### src/rtl/ysyx_24080014_fetch_seq.sv
// ysyx_24080014_fetch_seq: multi-cycle fetch/exec sequencer that owns the PC and stops on faults or halt
// ports: ifu_req_* fetch request, ifu_rsp_* fetch response, inst/inst_valid to execute,
// exu_done/next_pc/halt_req from execute, pc/commit/instret/halted/fault status
module ysyx_24080014_fetch_seq #(
  parameter logic [31:0] RESET_PC = 32'h8000_0000,
  parameter int TIMEOUT = 1024
) (
  input  logic        clk,
  input  logic        rst,
  output logic        ifu_req_valid,
  input  logic        ifu_req_ready,
  output logic [31:0] ifu_req_addr,
  input  logic        ifu_rsp_valid,
  output logic        ifu_rsp_ready,
  input  logic [31:0] ifu_rsp_inst,
  input  logic        ifu_rsp_err,
  output logic [31:0] inst,
  output logic        inst_valid,
  input  logic        exu_done,
  input  logic [31:0] next_pc,
  input  logic        halt_req,
  output logic [31:0] pc,
  output logic        commit,
  output logic [63:0] instret,
  output logic        halted,
  output logic [1:0]  fault
);
  typedef enum logic [1:0] {FETCH_REQ, FETCH_RSP, EXEC, HALT} state_t;
  localparam int CW = $clog2(TIMEOUT);
  localparam logic [CW-1:0] CNT_MAX = CW'(TIMEOUT - 1);
  state_t state_q, state_d;
  logic [31:0] pc_q, pc_d, inst_q, inst_d;
  logic [63:0] instret_q, instret_d;
  logic [1:0] fault_q, fault_d;
  logic [CW-1:0] cnt_q, cnt_d;
  logic inst_valid_q, inst_valid_d, commit_q, commit_d;
  always_comb begin
    state_d = state_q;
    pc_d = pc_q;
    inst_d = inst_q;
    instret_d = instret_q;
    fault_d = fault_q;
    cnt_d = cnt_q;
    inst_valid_d = 1'b0;
    commit_d = 1'b0;
    case (state_q)
      FETCH_REQ: if (ifu_req_ready) begin
        state_d = FETCH_RSP;
        cnt_d = '0;
      end
      FETCH_RSP: begin
        cnt_d = cnt_q + 1'b1;
        // a response in the last allowed cycle wins over the timeout
        if (ifu_rsp_valid) begin
          state_d = ifu_rsp_err ? HALT : EXEC;
          fault_d = ifu_rsp_err ? 2'b01 : fault_q;
          inst_d = ifu_rsp_err ? inst_q : ifu_rsp_inst;
          inst_valid_d = !ifu_rsp_err;
        end else if (cnt_q == CNT_MAX) begin
          state_d = HALT;
          fault_d = 2'b10;
        end
      end
      EXEC: if (exu_done) begin
        if (halt_req) begin
          commit_d = 1'b1;
          instret_d = instret_q + 64'd1;
          state_d = HALT;
        end else if (next_pc[1:0] != 2'b00) begin
          state_d = HALT;
          fault_d = 2'b11;
        end else begin
          pc_d = next_pc;
          commit_d = 1'b1;
          instret_d = instret_q + 64'd1;
          state_d = FETCH_REQ;
        end
      end
      HALT: ;
      default: ;
    endcase
  end
  always_ff @(posedge clk) begin
    if (rst) begin
      state_q <= FETCH_REQ;
      pc_q <= RESET_PC;
      inst_q <= '0;
      instret_q <= '0;
      fault_q <= 2'b00;
      cnt_q <= '0;
      inst_valid_q <= 1'b0;
      commit_q <= 1'b0;
    end else begin
      state_q <= state_d;
      pc_q <= pc_d;
      inst_q <= inst_d;
      instret_q <= instret_d;
      fault_q <= fault_d;
      cnt_q <= cnt_d;
      inst_valid_q <= inst_valid_d;
      commit_q <= commit_d;
    end
  end
  // gated by rst so no request is presented while reset is held
  assign ifu_req_valid = state_q == FETCH_REQ && !rst;
  assign ifu_req_addr = pc_q;
  assign ifu_rsp_ready = state_q == FETCH_RSP;
  assign inst = inst_q;
  assign inst_valid = inst_valid_q;
  assign pc = pc_q;
  assign commit = commit_q;
  assign instret = instret_q;
  assign halted = state_q == HALT;
  assign fault = fault_q;
endmodule

### config.mk
export PLATFORM = sky130hd
export DESIGN_NAME = ysyx_24080014_fetch_seq
export DESIGN_NICKNAME = d
export VERILOG_FILES = /design/src/rtl/ysyx_24080014_fetch_seq.sv
export SDC_FILE = /design/constraint.sdc
export NUM_CORES = 1
export LEC_CHECK = 0
export BUFFER_PORTS_ARGS = -buffer_cell sky130_fd_sc_hd__buf_2
export CORE_MARGIN = 1
export CORE_UTILIZATION = 49
export DETAILED_ROUTE_END_ITERATION = 7
export PLACE_DENSITY = 0.81
export SLEW_MARGIN = 20
export SYNTH_ARGS = -nofsm -noshare
export SYNTH_HDL_FRONTEND = slang
export SYNTH_SLANG_ARGS = --single-unit
export TNS_END_PERCENT = 20
### constraint.sdc
create_clock -name clk -period 2.91 [get_ports clk]
set_clock_uncertainty 0.1 [all_clocks]
set_input_delay 0.291 -clock clk [delete_from_list [all_inputs] [get_ports clk]]
set_output_delay 0.291 -clock clk [all_outputs]
set_load 0.05 [all_outputs]
==> flow_summary.ini <==
[worst_setup_path]
critPathSlowestCell = or4_4
critPathMostFrequentCell = or4_1
end_kind = flop
startpoint_type = flop
crit_family = simple AND/OR/NAND/NOR gates
cp_slowest_stage_delay_ps = 590
required_ps = 3150
crit_type = flop to flop
arrival_ps = 2880
worstPathCellList = inv_1, ha_1, nand3_1, or4_1, or4_4, or4_1, a21oi_1
crit_buf_inv = 1
cp_max_fo = 5

[yosys]
ys_types = 43
synth_edf_count = 0
mappedNetlistArea_sq_um = 6287
ys.flop_type = dfxtp_1
syn-instance-count = 776
yosysSeqAreaShare_pct = 45.85
synthArstFlopShare_pct = 0
syn-num-nets = 854
yosysWarnings = 0
ys_ff_latch = 144
syn_area_per_cell_sq_um = 8.102

[pwr]
max-vdd-ir-drop_uv = 439.7
p_leak_nw = 3.643
power_density_nw_per_um2 = 583.6

[placement]
place_area_sq_um = 7500
dp.cells = 1139
portBuffers = 237
place_congestion = 0.8906
hpwl_mm = 12.11

[timing]
finalSetupViolations = 0
fin_crit_ps = 2647
tns_ps = 0
finalHoldViolCount = 0
rsz0062_at_grt = false
fin_crit_sh_pct = 90.95
tightest_slew_ps = 851.5
max_slew_margin_pct = 43.24
max_freq_ghz = 0.3778
holdWs_ps = 15.80
report.final.slew_viol_count = 0

[route]
drtAntennaViolNets = 0
num_vias = 6489
drt_iter0_markers = 540
drcViolationCount = 0
drt_first_pass_iters = 5
avgRoutedWirePerCell_microns = 14.85
wl_mm = 17.99
viasPerCell = 5.354

[finish]
layout_commonest_cell = buf_2
final_cell_mix = 236 x buf_2, 158 x nand2_1, 139 x dfxtp_1, 83 x a21oi_1, 66 x nor2_1
fin_area_sq_um = 8553
syn_to_final_growth_pct = 36.04
fillers = 995
drive_above_1_share_pct = 29.84
layoutNonFillerInstCount = 1212
fin_nets = 1104

[floorplanning]
ios = 238
rows = 41
die_x_microns = 115.3
core_sq_um = 12570
die_h_microns = 115.3
initial_core_util_pct = 50.02
dieArea_sq_um = 13290

[clocking]
cts_htree_levels = 4
cts_buffers = 17
clock_latency_ps = 420
clkSlewWorstSetupHoldPaths_ps = 60
clockRootBuffer = clkbuf_16
cts.sinks = 144
cts_setup_buffers = 0
post_cts_resized = 0
clockBufferDepth = 2
ctsHoldBuffers = 40
cts_tree = built

[min_path]
hp-class = input pin to flop

[run]
maxCapViolations = 0

[run_status]
status = complete, no violations

[grt]
grt_pass1_vias = 5703
antenna_found_initial = 0
grt_usage_pct = 26.41
grt_max_degree = 86
gr-total-overflow = 0
grt_pass1_wl_mm = 27.36
[sequential cells by signal, indices dropped and copies added, names as in the netlist]
| name | cells |
|---|---|
| state_q | 2 |
| commit | 1 |
| fault | 2 |
| cnt_q | 10 |
| instret | 64 |
| inst | 32 |
| inst_valid | 1 |
| ifu_req_addr | 32 |
[tightest hold or removal path, delay by kind of cell]
family | cells | cell delay, ps
simple gates | 1 | 40
compound gates | 1 | 50
buf+inv | 1 | 100
[metal layers]
metal | up-vias | GRT usage (%) | wire, microns
met5 | - | 0 | 0
met4 | 0 | 12.38 | 433
met3 | 35 | 5.799 | 1326
met2 | 281 | 42.09 | 8471
met1 | 3013 | 34.11 | 7761
li1 | 3160 | - | -
[synthesized netlist by cell type, drive strengths merged (2+ instances only)]
| cell type | instances | share of area [%] |
|---|---|---|
| and4 | 4 | 0.56 |
| nand2 | 158 | 9.4 |
| buf | 37 | 4.1 |
| or3 | 14 | 1.4 |
| xnor2 | 23 | 3.2 |
| or4 | 15 | 1.9 |
| ha | 7 | 1.4 |
| nor2 | 66 | 3.9 |
| and3 | 6 | 0.62 |
| nand3 | 31 | 2.5 |
| dfxtp | 144 | 46 |
| nand2b | 4 | 0.40 |
| inv | 10 | 0.60 |
| clkbuf | 30 | 1.8 |
| nor3 | 16 | 1.3 |
| nor2b | 10 | 1.0 |
| a21oi | 83 | 6.6 |
| o31ai | 6 | 0.72 |
| nand4 | 32 | 3.3 |
| xor2 | 20 | 2.8 |
| o21ai | 19 | 1.5 |
| nor4 | 17 | 1.8 |
| nor3b | 3 | 0.36 |
| nand3b | 3 | 0.36 |
| mux2 | 5 | 0.90 |
| a311oi | 2 | 0.28 |
[kinds of logic (layout without fill, tap and decap cells)]
kind of cell,after synthesis,count (layout),synth area share (%)
AND/OR/NAND/NOR,382,382,29.13
flip-flops,144,144,45.85
AO/OA/AOI/OAI,117,117,10.05
buffers and inverters,77,340,6.527
XOR/XNOR,43,43,5.990
adder cells (fa/ha/maj),7,7,1.393
multiplexers,6,6,1.055
other,0,1,0
[path summary, 6_finish.rpt]
check	start	end	slack, ps	cells after the start
setup / recovery	state_q[0]	instret[58]	260	7
hold / removal	ifu_rsp_inst[11]	inst[11]	20	3
setup reg to reg	state_q[0]	instret[58]	260	7
hold reg to reg	inst[19]	inst[19]	350	2
[final cells by class]
cell class | count | area [sq um] | area share [%]
flip-flops and latches | 144 | 2889 | 33.78
inverters | 10 | 37.54 | 0.4389
multi-input cells | 555 | 3012 | 35.21
clock buffers | 23 | 498.0 | 5.822
diodes | 1 | 2.502 | 0.02926
well taps | 172 | 215.2 | 2.516
clock inverters | 9 | 152.6 | 1.785
repair buffers | 298 | 1747 | 20.42
[metrics by stage]
stage | utilization [%] | power [mW] | setup slack (ps)
after floorplan | - | 2.459 | 1.433
after global placement | 59.67 | 2.602 | 359.1
after detailed placement | 59.67 | 2.610 | 309.1
after CTS | 68.03 | 5.007 | 262.3
after global routing | 68.03 | 5.137 | 48.11
final | 68.05 | 4.992 | 263.4
[power breakdown]
part           switching, mW  internal (mW)
Sequential            0.0300           2.02
Clock                  0.823           1.55
Combinational          0.389          0.184
No activity file was read; power rests on OpenSTA's default activity.
